File: config.mk
export PLATFORM = sky130hd
export DESIGN_NAME = stack_arbiter_flat
export DESIGN_NICKNAME = d
export VERILOG_FILES = /design/src/rtl/stack_arbiter_if.sv /design/src/rtl/stack_arbiter.sv /design/src/flat_wrapper.sv
export SDC_FILE = /design/constraint.sdc
export NUM_CORES = 1
export LEC_CHECK = 0
export ABC_AREA = 1
export CAP_MARGIN = 20
export CORE_MARGIN = 4
export CORE_UTILIZATION = 47
export DETAILED_ROUTE_END_ITERATION = 8
export PLACE_DENSITY = 0.86
export SYNTH_ARGS = -nofsm -noshare
export SYNTH_HDL_FRONTEND = slang
export SYNTH_SLANG_ARGS = --single-unit
File: constraint.sdc
create_clock -name clk -period 3.5 [get_ports clk]
set_clock_uncertainty 0.2 [all_clocks]
set_input_delay 0.7 -clock clk [delete_from_list [all_inputs] [get_ports clk]]
set_output_delay 0.7 -clock clk [all_outputs]
set_load 0.01 [all_outputs]
File: src/rtl/stack_arbiter_if.sv
// stack_arbiter_if: requester handshakes, stack strobes and status of the stack arbiter
// master: requesters + stack side (drives req/op/wdata and stack flags/read data)
// slave : arbiter side (drives ack/err/rdata, stack strobes and status)
interface stack_arbiter_if #(
  parameter int WIDTH_DATA = 16,
  parameter int LEVEL_W = 10
);
  logic req0, op0, ack0, err0;
  logic req1, op1, ack1, err1;
  logic [WIDTH_DATA-1:0] wdata0, wdata1, rdata;
  logic stk_push, stk_pop, stk_full, stk_empty;
  logic [WIDTH_DATA-1:0] stk_data_in, stk_data_out;
  logic busy, grant_id;
  logic [LEVEL_W-1:0] level;
  modport master (
    output req0, op0, wdata0, req1, op1, wdata1, stk_data_out, stk_full, stk_empty,
    input  ack0, err0, ack1, err1, rdata, stk_push, stk_pop, stk_data_in, busy, grant_id, level
  );
  modport slave (
    input  req0, op0, wdata0, req1, op1, wdata1, stk_data_out, stk_full, stk_empty,
    output ack0, err0, ack1, err1, rdata, stk_push, stk_pop, stk_data_in, busy, grant_id, level
  );
endinterface

File: src/rtl/stack_arbiter.sv
// stack_arbiter: shares a single-port stack between CALL/RET (req0) and interrupt (req1) requesters
// Ports: clk, reset (async active-low), bus (stack_arbiter_if.slave: req/ack handshakes,
//   stack strobes/flags/data, busy, grant_id, level). All outputs are registered.
// Build option: STACK_ARB_ROUND_ROBIN_EN selects round-robin instead of fixed req1-first priority.
module stack_arbiter #(
  parameter int WIDTH_DATA = 16,
  parameter int LEVEL_W = 10,
  parameter int DEPTH = 10
) (
  input logic clk,
  input logic reset,
  stack_arbiter_if.slave bus
);
  typedef enum logic [1:0] {IDLE, ISSUE, WAIT, RESP} state_t;
  state_t state_q, state_d;
  logic op_q, op_d, grant_id_q, grant_id_d, busy_q, busy_d;
  logic ack0_q, ack0_d, ack1_q, ack1_d, err0_q, err0_d, err1_q, err1_d;
  logic stk_push_q, stk_push_d, stk_pop_q, stk_pop_d;
  logic [WIDTH_DATA-1:0] stk_data_in_q, stk_data_in_d, rdata_q, rdata_d;
  logic [LEVEL_W-1:0] level_q, level_d;
  logic req_any, pick, pick_op, rej;
  logic [WIDTH_DATA-1:0] pick_wd;
`ifdef STACK_ARB_ROUND_ROBIN_EN
  logic last_q, last_d;
  assign pick = (bus.req0 && bus.req1) ? ~last_q : bus.req1;
  // every grant, error grants included, moves the round-robin pointer
  assign last_d = (state_q == IDLE && req_any) ? pick : last_q;
`else
  assign pick = bus.req1;
`endif
  assign req_any = bus.req0 | bus.req1;
  assign pick_op = pick ? bus.op1 : bus.op0;
  assign pick_wd = pick ? bus.wdata1 : bus.wdata0;
  // level guards as well as the stack flags keep level inside 0..DEPTH
  assign rej = pick_op ? (bus.stk_full || level_q == LEVEL_W'(DEPTH))
                       : (bus.stk_empty || level_q == '0);
  always_comb begin
    state_d = state_q;
    op_d = op_q;
    grant_id_d = grant_id_q;
    stk_data_in_d = stk_data_in_q;
    rdata_d = rdata_q;
    level_d = level_q;
    stk_push_d = 1'b0;
    stk_pop_d = 1'b0;
    ack0_d = 1'b0;
    ack1_d = 1'b0;
    err0_d = 1'b0;
    err1_d = 1'b0;
    case (state_q)
      IDLE: if (req_any) begin
        state_d = rej ? RESP : ISSUE;
        grant_id_d = pick;
        op_d = pick_op;
        stk_data_in_d = pick_wd;
        stk_push_d = !rej && pick_op;
        stk_pop_d = !rej && !pick_op;
        ack0_d = rej && !pick;
        ack1_d = rej && pick;
        err0_d = rej && !pick;
        err1_d = rej && pick;
      end
      ISSUE: begin
        state_d = WAIT;
        level_d = op_q ? level_q + 1'b1 : level_q - 1'b1;
      end
      WAIT: begin
        state_d = RESP;
        rdata_d = op_q ? rdata_q : bus.stk_data_out;
        ack0_d = !grant_id_q;
        ack1_d = grant_id_q;
      end
      RESP: state_d = IDLE;
      default: state_d = IDLE;
    endcase
    busy_d = state_d != IDLE;
  end
  always_ff @(posedge clk or negedge reset) begin
    if (!reset) begin
      state_q <= IDLE;
      op_q <= 1'b0;
      grant_id_q <= 1'b0;
      busy_q <= 1'b0;
      ack0_q <= 1'b0;
      ack1_q <= 1'b0;
      err0_q <= 1'b0;
      err1_q <= 1'b0;
      stk_push_q <= 1'b0;
      stk_pop_q <= 1'b0;
      stk_data_in_q <= '0;
      rdata_q <= '0;
      level_q <= '0;
`ifdef STACK_ARB_ROUND_ROBIN_EN
      last_q <= 1'b1;
`endif
    end else begin
      state_q <= state_d;
      op_q <= op_d;
      grant_id_q <= grant_id_d;
      busy_q <= busy_d;
      ack0_q <= ack0_d;
      ack1_q <= ack1_d;
      err0_q <= err0_d;
      err1_q <= err1_d;
      stk_push_q <= stk_push_d;
      stk_pop_q <= stk_pop_d;
      stk_data_in_q <= stk_data_in_d;
      rdata_q <= rdata_d;
      level_q <= level_d;
`ifdef STACK_ARB_ROUND_ROBIN_EN
      last_q <= last_d;
`endif
    end
  end
  assign bus.ack0 = ack0_q;
  assign bus.ack1 = ack1_q;
  assign bus.err0 = err0_q;
  assign bus.err1 = err1_q;
  assign bus.rdata = rdata_q;
  assign bus.stk_push = stk_push_q;
  assign bus.stk_pop = stk_pop_q;
  assign bus.stk_data_in = stk_data_in_q;
  assign bus.busy = busy_q;
  assign bus.grant_id = grant_id_q;
  assign bus.level = level_q;
endmodule

File: src/flat_wrapper.sv
// flat-port wrapper written by rule: the top's interface ports become plain ports
module stack_arbiter_flat 
#(
  parameter int WIDTH_DATA = 16,
  parameter int LEVEL_W = 10,
  parameter int DEPTH = 10
)
  (clk, reset, bus_req0, bus_op0, bus_wdata0, bus_req1, bus_op1, bus_wdata1, bus_stk_data_out, bus_stk_full, bus_stk_empty, bus_ack0, bus_err0, bus_ack1, bus_err1, bus_rdata, bus_stk_push, bus_stk_pop, bus_stk_data_in, bus_busy, bus_grant_id, bus_level);
  stack_arbiter_if #(.WIDTH_DATA(WIDTH_DATA), .LEVEL_W(LEVEL_W)) bus_i ();
  input logic clk;
  input logic reset;
  input wire logic [$bits(bus_i.req0)-1:0] bus_req0;
  input wire logic [$bits(bus_i.op0)-1:0] bus_op0;
  input wire logic [$bits(bus_i.wdata0)-1:0] bus_wdata0;
  input wire logic [$bits(bus_i.req1)-1:0] bus_req1;
  input wire logic [$bits(bus_i.op1)-1:0] bus_op1;
  input wire logic [$bits(bus_i.wdata1)-1:0] bus_wdata1;
  input wire logic [$bits(bus_i.stk_data_out)-1:0] bus_stk_data_out;
  input wire logic [$bits(bus_i.stk_full)-1:0] bus_stk_full;
  input wire logic [$bits(bus_i.stk_empty)-1:0] bus_stk_empty;
  output wire logic [$bits(bus_i.ack0)-1:0] bus_ack0;
  output wire logic [$bits(bus_i.err0)-1:0] bus_err0;
  output wire logic [$bits(bus_i.ack1)-1:0] bus_ack1;
  output wire logic [$bits(bus_i.err1)-1:0] bus_err1;
  output wire logic [$bits(bus_i.rdata)-1:0] bus_rdata;
  output wire logic [$bits(bus_i.stk_push)-1:0] bus_stk_push;
  output wire logic [$bits(bus_i.stk_pop)-1:0] bus_stk_pop;
  output wire logic [$bits(bus_i.stk_data_in)-1:0] bus_stk_data_in;
  output wire logic [$bits(bus_i.busy)-1:0] bus_busy;
  output wire logic [$bits(bus_i.grant_id)-1:0] bus_grant_id;
  output wire logic [$bits(bus_i.level)-1:0] bus_level;
  assign bus_i.req0 = bus_req0;
  assign bus_i.op0 = bus_op0;
  assign bus_i.wdata0 = bus_wdata0;
  assign bus_i.req1 = bus_req1;
  assign bus_i.op1 = bus_op1;
  assign bus_i.wdata1 = bus_wdata1;
  assign bus_i.stk_data_out = bus_stk_data_out;
  assign bus_i.stk_full = bus_stk_full;
  assign bus_i.stk_empty = bus_stk_empty;
  assign bus_ack0 = bus_i.ack0;
  assign bus_err0 = bus_i.err0;
  assign bus_ack1 = bus_i.ack1;
  assign bus_err1 = bus_i.err1;
  assign bus_rdata = bus_i.rdata;
  assign bus_stk_push = bus_i.stk_push;
  assign bus_stk_pop = bus_i.stk_pop;
  assign bus_stk_data_in = bus_i.stk_data_in;
  assign bus_busy = bus_i.busy;
  assign bus_grant_id = bus_i.grant_id;
  assign bus_level = bus_i.level;
  stack_arbiter #(.WIDTH_DATA(WIDTH_DATA), .LEVEL_W(LEVEL_W), .DEPTH(DEPTH)) u_core (.clk(clk), .reset(reset), .bus(bus_i));
endmodule
==> impl_metrics.py, run 1 <==
metrics = {
    "timing": {
        "fin_crit_sh": 0.668,
        "fin_tns_setup_ns": 0,
        "clock.fmax_ghz": 0.428,
        "period_needed_ns": 2.34,
        "setup_violations": 0,
        "slew_viol_final": 0,
        "rsz0062_at_grt": "no",
        "tightest_slew_ns": 0.595,
        "hold_viol": 0,
        "slew_headroom": 0.603,
    },
    "critical_path": {
        "r2r_end": "u_core.bus.level[7]$_DFFE_PN0N_",
        "critPathKind": "register to output pin",
        "reg2regPathDepth": 8,
        "critPathBufInv": 1,
        "cp-end-kind": "output pin",
        "cp-start-kind": "register",
        "critPathTopFamily": "buffers and inverters",
        "rrSetupSlack_ns": 1.40,
        "critPathRequiredTime_ns": 2.60,
        "worstPathArrival_ns": 1.44,
        "crit_path_max_incr_delay_ns": 0.60,
        "crit_chain": "clkdlybuf4s50_1",
        "worstPathMaxFanout": 6,
        "timing.rr.start": "u_core.op_q$_DFFE_PN0P_",
        "crit_path_top_delay_cell": "clkdlybuf4s50_1",
    },
    "clock_tree": {
        "ctsResizeCount": 0,
        "htree_levels": 2,
        "clock-sinks": 53,
        "path_clk_slew_ns": 0.10,
        "clk-insertion-delay-late_ns": 0.31,
        "clockBufferDepth": 2,
        "root_buffer": "clkbuf_8",
        "numCtsBuffers": 5,
        "cts_setup_buffers": 0,
        "cts_hold_buf": 0,
        "cts_tree": "yes",
    },
    "placement": {
        "io_buffers": 105,
        "post-dp-hpwl_mm": 5.05,
        "gp_congestion": 0.897,
    },
    "synth": {
        "netlist_area_mm2": 0.00264,
        "synth_seq_cells": 53,
        "synth_cell_types": 27,
        "synth_area_per_cell_um2": 9.03,
        "synth_cells": 292,
        "ys_warn_count": 0,
        "ys_seq_area_frac": 0.503,
        "synthesis.nets": 360,
    },
    "power_and_ir_drop": {
        "power_density_mw_per_mm2": 936,
        "power_leakage_uw": 0.00173,
        "switchingPower_uw": 1470,
        "combPwrFrac": 0.588,
        "ir_worst_vdd_uv": 498,
        "netSwitchingFraction": 0.409,
        "total_power_uw": 3580,
        "power_frac_clock": 0.102,
        "pwr-share-seq": 0.310,
        "intPower_uw": 2120,
    },
    "routing": {
        "firstDrtPassIters": 4,
        "ant_nets": 0,
        "drtIter0Drc": 126,
        "drt-total-wl_mm": 6.63,
        "vias": 2389,
        "drcViolationCount": 0,
        "routedWlPerCell_um": 14.1,
        "via_per_inst": 5.07,
    },
    "cells_and_area": {
        "multiInputGateArea_mm2": 0.00118,
        "seq_area_mm2": 0.00133,
        "fill_cells": 434,
        "area_delta_synth_final_pct": 45.2,
        "nets": 466,
        "antennaDiodeCount": 0,
        "drive_gt1_frac": 0.0827,
    },
    "global_routing": {
        "grt_pass1_vias": 2336,
        "grt_use_total": 0.198,
        "grt_max_degree": 38,
        "grt_pass1_wl_mm": 11.1,
        "antenna_found_initial": 0,
        "overflow": 0,
    },
    "outcome": {
        "status": "finished clean",
    },
    "floorplan": {
        "start_util": 0.482,
        "rows": 27,
        "fp.dieH_um": 82.9,
        "die_area_mm2": 0.00687,
        "placeableCoreArea_mm2": 0.00547,
        "fp.dieW_um": 82.9,
        "io_pins": 106,
    },
    "hold_path": {
        "hold_path_class": "input pin to async pin",
    },
    "run": {
        "maxCapViolCount": 0,
    },
}
[sequential cells by signal (all words and copies together), names as in the netlist]
name / flops
u_core.bus.err0: 1
u_core.state_q: 2
u_core.bus.ack1: 1
u_core.bus.stk_data_in: 16
u_core.bus.grant_id: 1
u_core.bus.err1: 1
u_core.bus.rdata: 16
u_core.bus.busy: 1
u_core.bus.stk_push: 1
u_core.bus.ack0: 1
u_core.op_q: 1
u_core.bus.stk_pop: 1
u_core.bus.level: 10
[how the worst max path moves through the flow]
stage | startpoint | endpoint | slack (ns) | cells past startpoint
floorplan | u_core.op_q$_DFFE_PN0P_ | u_core.bus.level[9]$_DFFE_PN0N_ | 1.68 | 10
finish | u_core.bus.level[0]$_DFFE_PN0N_ | bus_level[0] | 1.16 | 1
global route | bus_req1 | u_core.bus.busy$_DFF_PN0_ | 1.06 | 11
global placement | bus_req1 | u_core.bus.busy$_DFF_PN0_ | 1.01 | 11
CTS | u_core.bus.level[0]$_DFFE_PN0N_ | bus_level[0] | 1.16 | 1
detailed placement | bus_req1 | u_core.bus.busy$_DFF_PN0_ | 0.94 | 11
[power by group through the flow]
stage / Combinational, uW / Sequential [uW] / Clock, uW
after floorplan: 1140 / 1220 / 0
after global placement: 2040 / 1110 / 0
after detailed placement: 2100 / 1120 / 0
after CTS: 2110 / 1110 / 375
after global routing: 2310 / 1150 / 406
final: 2110 / 1110 / 366
[stage by stage]
step                worst slack (ns)  utilization  cell area (um2)  instances  hold slack (ns)
floorplan                       1.68            -             2640        292            0.204
global placement                1.01        0.682             3730        463            0.278
detailed placement             0.944        0.682             3730        463            0.291
CTS                             1.16        0.700             3830        471            0.182
global route                    1.06        0.700             3830        471            0.204
finish                          1.16        0.700             3830        471            0.173
[cell families after synthesis]
| kind of cell | Yosys count | synth area share |
|---|---|---|
| flops | 53 | 0.503 |
| mux | 16 | 0.0683 |
| fa+ha+maj | 12 | 0.0598 |
| simple gates | 142 | 0.223 |
| buf+inv | 28 | 0.0503 |
| xor+xnor | 5 | 0.0166 |
| compound gates | 36 | 0.0792 |
[synth_stat cells (all sizes together)]
master / number / area, um2
a21oi: 8 / 40.0
a31oi: 16 / 100
buf: 8 / 57.6
clkbuf: 1 / 3.75
dfrtp: 53 / 1330
fa: 1 / 20.0
ha: 11 / 138
inv: 19 / 71.3
mux2: 16 / 180
nand2: 91 / 344
nand3: 12 / 60.1
nand3b: 3 / 22.5
nand4: 1 / 6.26
nor2: 35 / 155
o21a: 1 / 7.51
o21ai: 9 / 48.8
o22ai: 2 / 12.5
xnor2: 4 / 35.0
xor2: 1 / 8.76
[cell usage in the layout, fill, tap and decap left out]
master | Yosys | routed
inv_1 | 18 | 18
inv_2 | 1 | 1
nand2_2 | 1 | 1
nor2_8 | 1 | 1
buf_4 | 2 | 3
dfrtp_1 | 53 | 53
a21oi_1 | 8 | 8
clkinvlp_4 | 0 | 1
buf_2 | 4 | 1
xnor2_1 | 4 | 4
ha_1 | 11 | 11
nand4_1 | 1 | 1
inv_6 | 0 | 2
o21ai_1 | 1 | 1
nor2_4 | 1 | 1
o22ai_1 | 2 | 2
fa_1 | 1 | 1
a31oi_1 | 16 | 16
nand3_1 | 12 | 12
mux2_2 | 16 | 16
o21a_1 | 1 | 1
nor2_1 | 33 | 33
nand2_1 | 90 | 90
clkdlybuf4s50_1 | 0 | 104
o21ai_0 | 7 | 7
o21ai_2 | 1 | 1
xor2_1 | 1 | 1
nand3b_1 | 3 | 3
clkbuf_8 | 0 | 5
[metal layers]
metal | global-route usage | share of wire
met2 | 0.332 | 0.48
met5 | 0 | 0
met3 | 0.0387 | 0.060
met1 | 0.254 | 0.44
met4 | 0.0728 | 0.026
[cell type report]
cell class / count / share of cell area
clock inverter: 3 / 0.00654
sequential: 53 / 0.346
timing repair buffer: 108 / 0.279
tap: 72 / 0.0235
multi-input combinational: 211 / 0.308
inverter: 19 / 0.0186
clock buffer: 5 / 0.0180
Note: power is estimated with default switching activity, not from simulation.
==> inputs of run 2 (changes only) <==
Settings changed: CORE_UTILIZATION 47 to 43, PLACE_DENSITY 0.86 to 0.8.
Clock period 3.5 ns to 2.26 ns, I/O delays scaled along.
==> run 2 against run 1 <==
Critical path depth grew 7; utilization down 4.3 points; cell count is 1.5% higher; via count shrank 1.6%; flip-flop and latch count stayed put; power up 56%; cell area grew 1.6%; critical path type is now register to register.
==> impl_metrics.py, run 2 (synthesis gave the netlist of run 1 again) <==
metrics = {
    "outcome": {
        "status": "finished clean",
    },
    "clock_tree": {
        "htree_levels": 2,
        "cts_setup_buffers": 0,
        "clockBufferDepth": 2,
        "clock-sinks": 53,
        "cts_tree": "yes",
        "root_buffer": "clkbuf_8",
        "numCtsBuffers": 5,
        "clk-insertion-delay-late_ns": 0.31,
        "path_clk_slew_ns": 0.10,
    },
    "global_routing": {
        "gr-usage-met3": 0.0380,
        "grt_pass1_wl_mm": 10.9,
        "busiest_layer": "met2",
        "met1_usage": 0.224,
        "antenna_found_initial": 0,
        "grt_max_degree": 54,
        "grt_use_total": 0.183,
        "gr-usage-met2": 0.317,
        "grt_pass1_vias": 2389,
        "overflow": 0,
    },
    "critical_path": {
        "critPathKind": "register to register",
        "critPathBufInv": 1,
        "worstPathArrival_ns": 2.09,
        "crit_path_top_delay_cell": "dfrtp_1",
        "crit_path_max_incr_delay_ns": 0.40,
        "cp-start-kind": "register",
        "cp-end-kind": "register",
        "r2r_end": "u_core.bus.level[7]$_DFFE_PN0N_",
        "cpMostUsedCell": "nor2_1",
        "critPathTopFamily": "simple AND/OR/NAND/NOR gates",
        "crit_chain": "inv_1, ha_1, a21oi_1, nor2_1, nor2_1, nand3b_1, nand3_1, nand2_1",
        "reg2regPathDepth": 8,
        "rrSetupSlack_ns": 0.18,
        "worstPathMaxFanout": 11,
        "timing.rr.start": "u_core.op_q$_DFFE_PN0P_",
        "critPathRequiredTime_ns": 2.27,
    },
    "hold_path": {
        "hold_path_depth": 1,
        "hold_end": "u_core.bus.rdata[10]$_DFFE_PN0P_",
        "hold_path_class": "register to register",
        "worstHoldStart": "u_core.bus.rdata[10]$_DFFE_PN0P_",
    },
    "cells_and_area": {
        "drive_gt1_frac": 0.0893,
        "area_delta_synth_final_pct": 47.5,
        "final_common_cell": "clkdlybuf4s50_1",
        "antennaDiodeCount": 0,
        "fill_cells": 465,
        "nets": 470,
        "final_cell_mix": "clkdlybuf4s50_1, nand2_1, dfrtp_1",
    },
    "timing": {
        "setup_violations": 0,
        "tightest_slew_ns": 0.410,
        "slew_headroom": 0.726,
        "period_needed_ns": 2.08,
        "fin_crit_sh": 0.922,
        "clock.fmax_ghz": 0.480,
        "slew_viol_final": 0,
        "hold_viol": 0,
        "fin_tns_setup_ns": 0,
        "rsz0062_at_grt": "no",
    },
    "power_and_ir_drop": {
        "power_density_mw_per_mm2": 1440,
        "total_power_uw": 5580,
        "power_leakage_uw": 0.00175,
        "ir_worst_vdd_uv": 646,
    },
    "placement": {
        "post-dp-hpwl_mm": 5.11,
        "gp_congestion": 0.859,
        "io_buffers": 105,
    },
    "run": {
        "maxCapViolCount": 0,
    },
    "routing": {
        "drcViolationCount": 0,
        "routedWlPerCell_um": 13.9,
        "firstDrtPassIters": 4,
        "ant_nets": 0,
        "vias": 2350,
        "drtIter0Drc": 114,
        "via_per_inst": 4.92,
        "drt-total-wl_mm": 6.66,
    },
    "floorplan": {
        "fp.dieW_um": 86.3,
        "io_pins": 106,
        "fp.dieH_um": 86.3,
        "placeableCoreArea_mm2": 0.00592,
        "rows": 28,
        "die_area_mm2": 0.00745,
        "start_util": 0.445,
    },
}
## run 2: cell count changes in the layout (fill, tap and decap cells not counted)
cell / previous run / this run
clkinv_4: 0 / 1
buf_12: 0 / 2
inv_6: 2 / 1
dlygate4sd3_1: 0 / 1
buf_4: 3 / 4
## run 2: how the worst max path moves through the flow
stage / end / cells past startpoint / startpoint / slack, ns
finish: u_core.bus.level[7]$_DFFE_PN0N_ / 8 / u_core.op_q$_DFFE_PN0P_ / 0.18
global route: u_core.bus.level[7]$_DFFE_PN0N_ / 8 / u_core.op_q$_DFFE_PN0P_ / 0.02
CTS: u_core.bus.level[7]$_DFFE_PN0N_ / 8 / u_core.op_q$_DFFE_PN0P_ / 0.16
detailed placement: u_core.bus.busy$_DFF_PN0_ / 10 / bus_req1 / 0.15
global placement: u_core.bus.busy$_DFF_PN0_ / 10 / bus_req1 / 0.21
floorplan: u_core.bus.level[9]$_DFFE_PN0N_ / 10 / u_core.op_q$_DFFE_PN0P_ / 0.44
## run 2: worst register-to-register path, delay by kind of cell (launching register included)
kind / cells / cell delay, ns
AND/OR/NAND/NOR: 5 / 0.46
flip-flops: 1 / 0.40
buffers and inverters: 1 / 0.32
AO/OA/AOI/OAI: 1 / 0.25
adder cells (fa/ha/maj): 1 / 0.37
## run 2: routing by layer
metal	vias up	wire, um
li1	1176	-
met1	1088	2800
met2	76	3340
met3	10	376
met4	0	144
met5	-	0
## run 2: through the flow
step | utilization | hold slack (ns) | cells | setup WS (ns) | cell area, um2
after floorplan | - | -0.0436 | 292 | 0.441 | 2640
after global placement | 0.639 | 0.265 | 469 | 0.214 | 3790
after detailed placement | 0.639 | 0.265 | 469 | 0.150 | 3790
after CTS | 0.657 | 0.319 | 478 | 0.159 | 3890
after global routing | 0.657 | 0.330 | 478 | 0.0170 | 3890
final | 0.657 | 0.316 | 478 | 0.175 | 3890
## run 2: report_power, final
| group | internal, uW | switching, uW |
|---|---|---|
| clock | 224 | 330 |
| sequential | 1410 | 304 |
| combinational | 1690 | 1630 |
| total | 3320 | 2260 |
## run 2: final cells by class
cell class                      count  area, um2  area share
Tap cell                           75       93.8      0.0241
Sequential cell                    53       1330       0.341
Inverter                           19       71.3      0.0183
Clock inverter                      3       25.0     0.00643
Timing Repair Buffer              112       1130       0.289
Multi-Input combinational cell    211       1180       0.303
Clock buffer                        5       68.8      0.0177
## run 2: timing repair
item | CTS | global route
hold buffers | 1 | 0
resized for setup | 0 | 0
endpoints found under the hold margin | 53 | 0
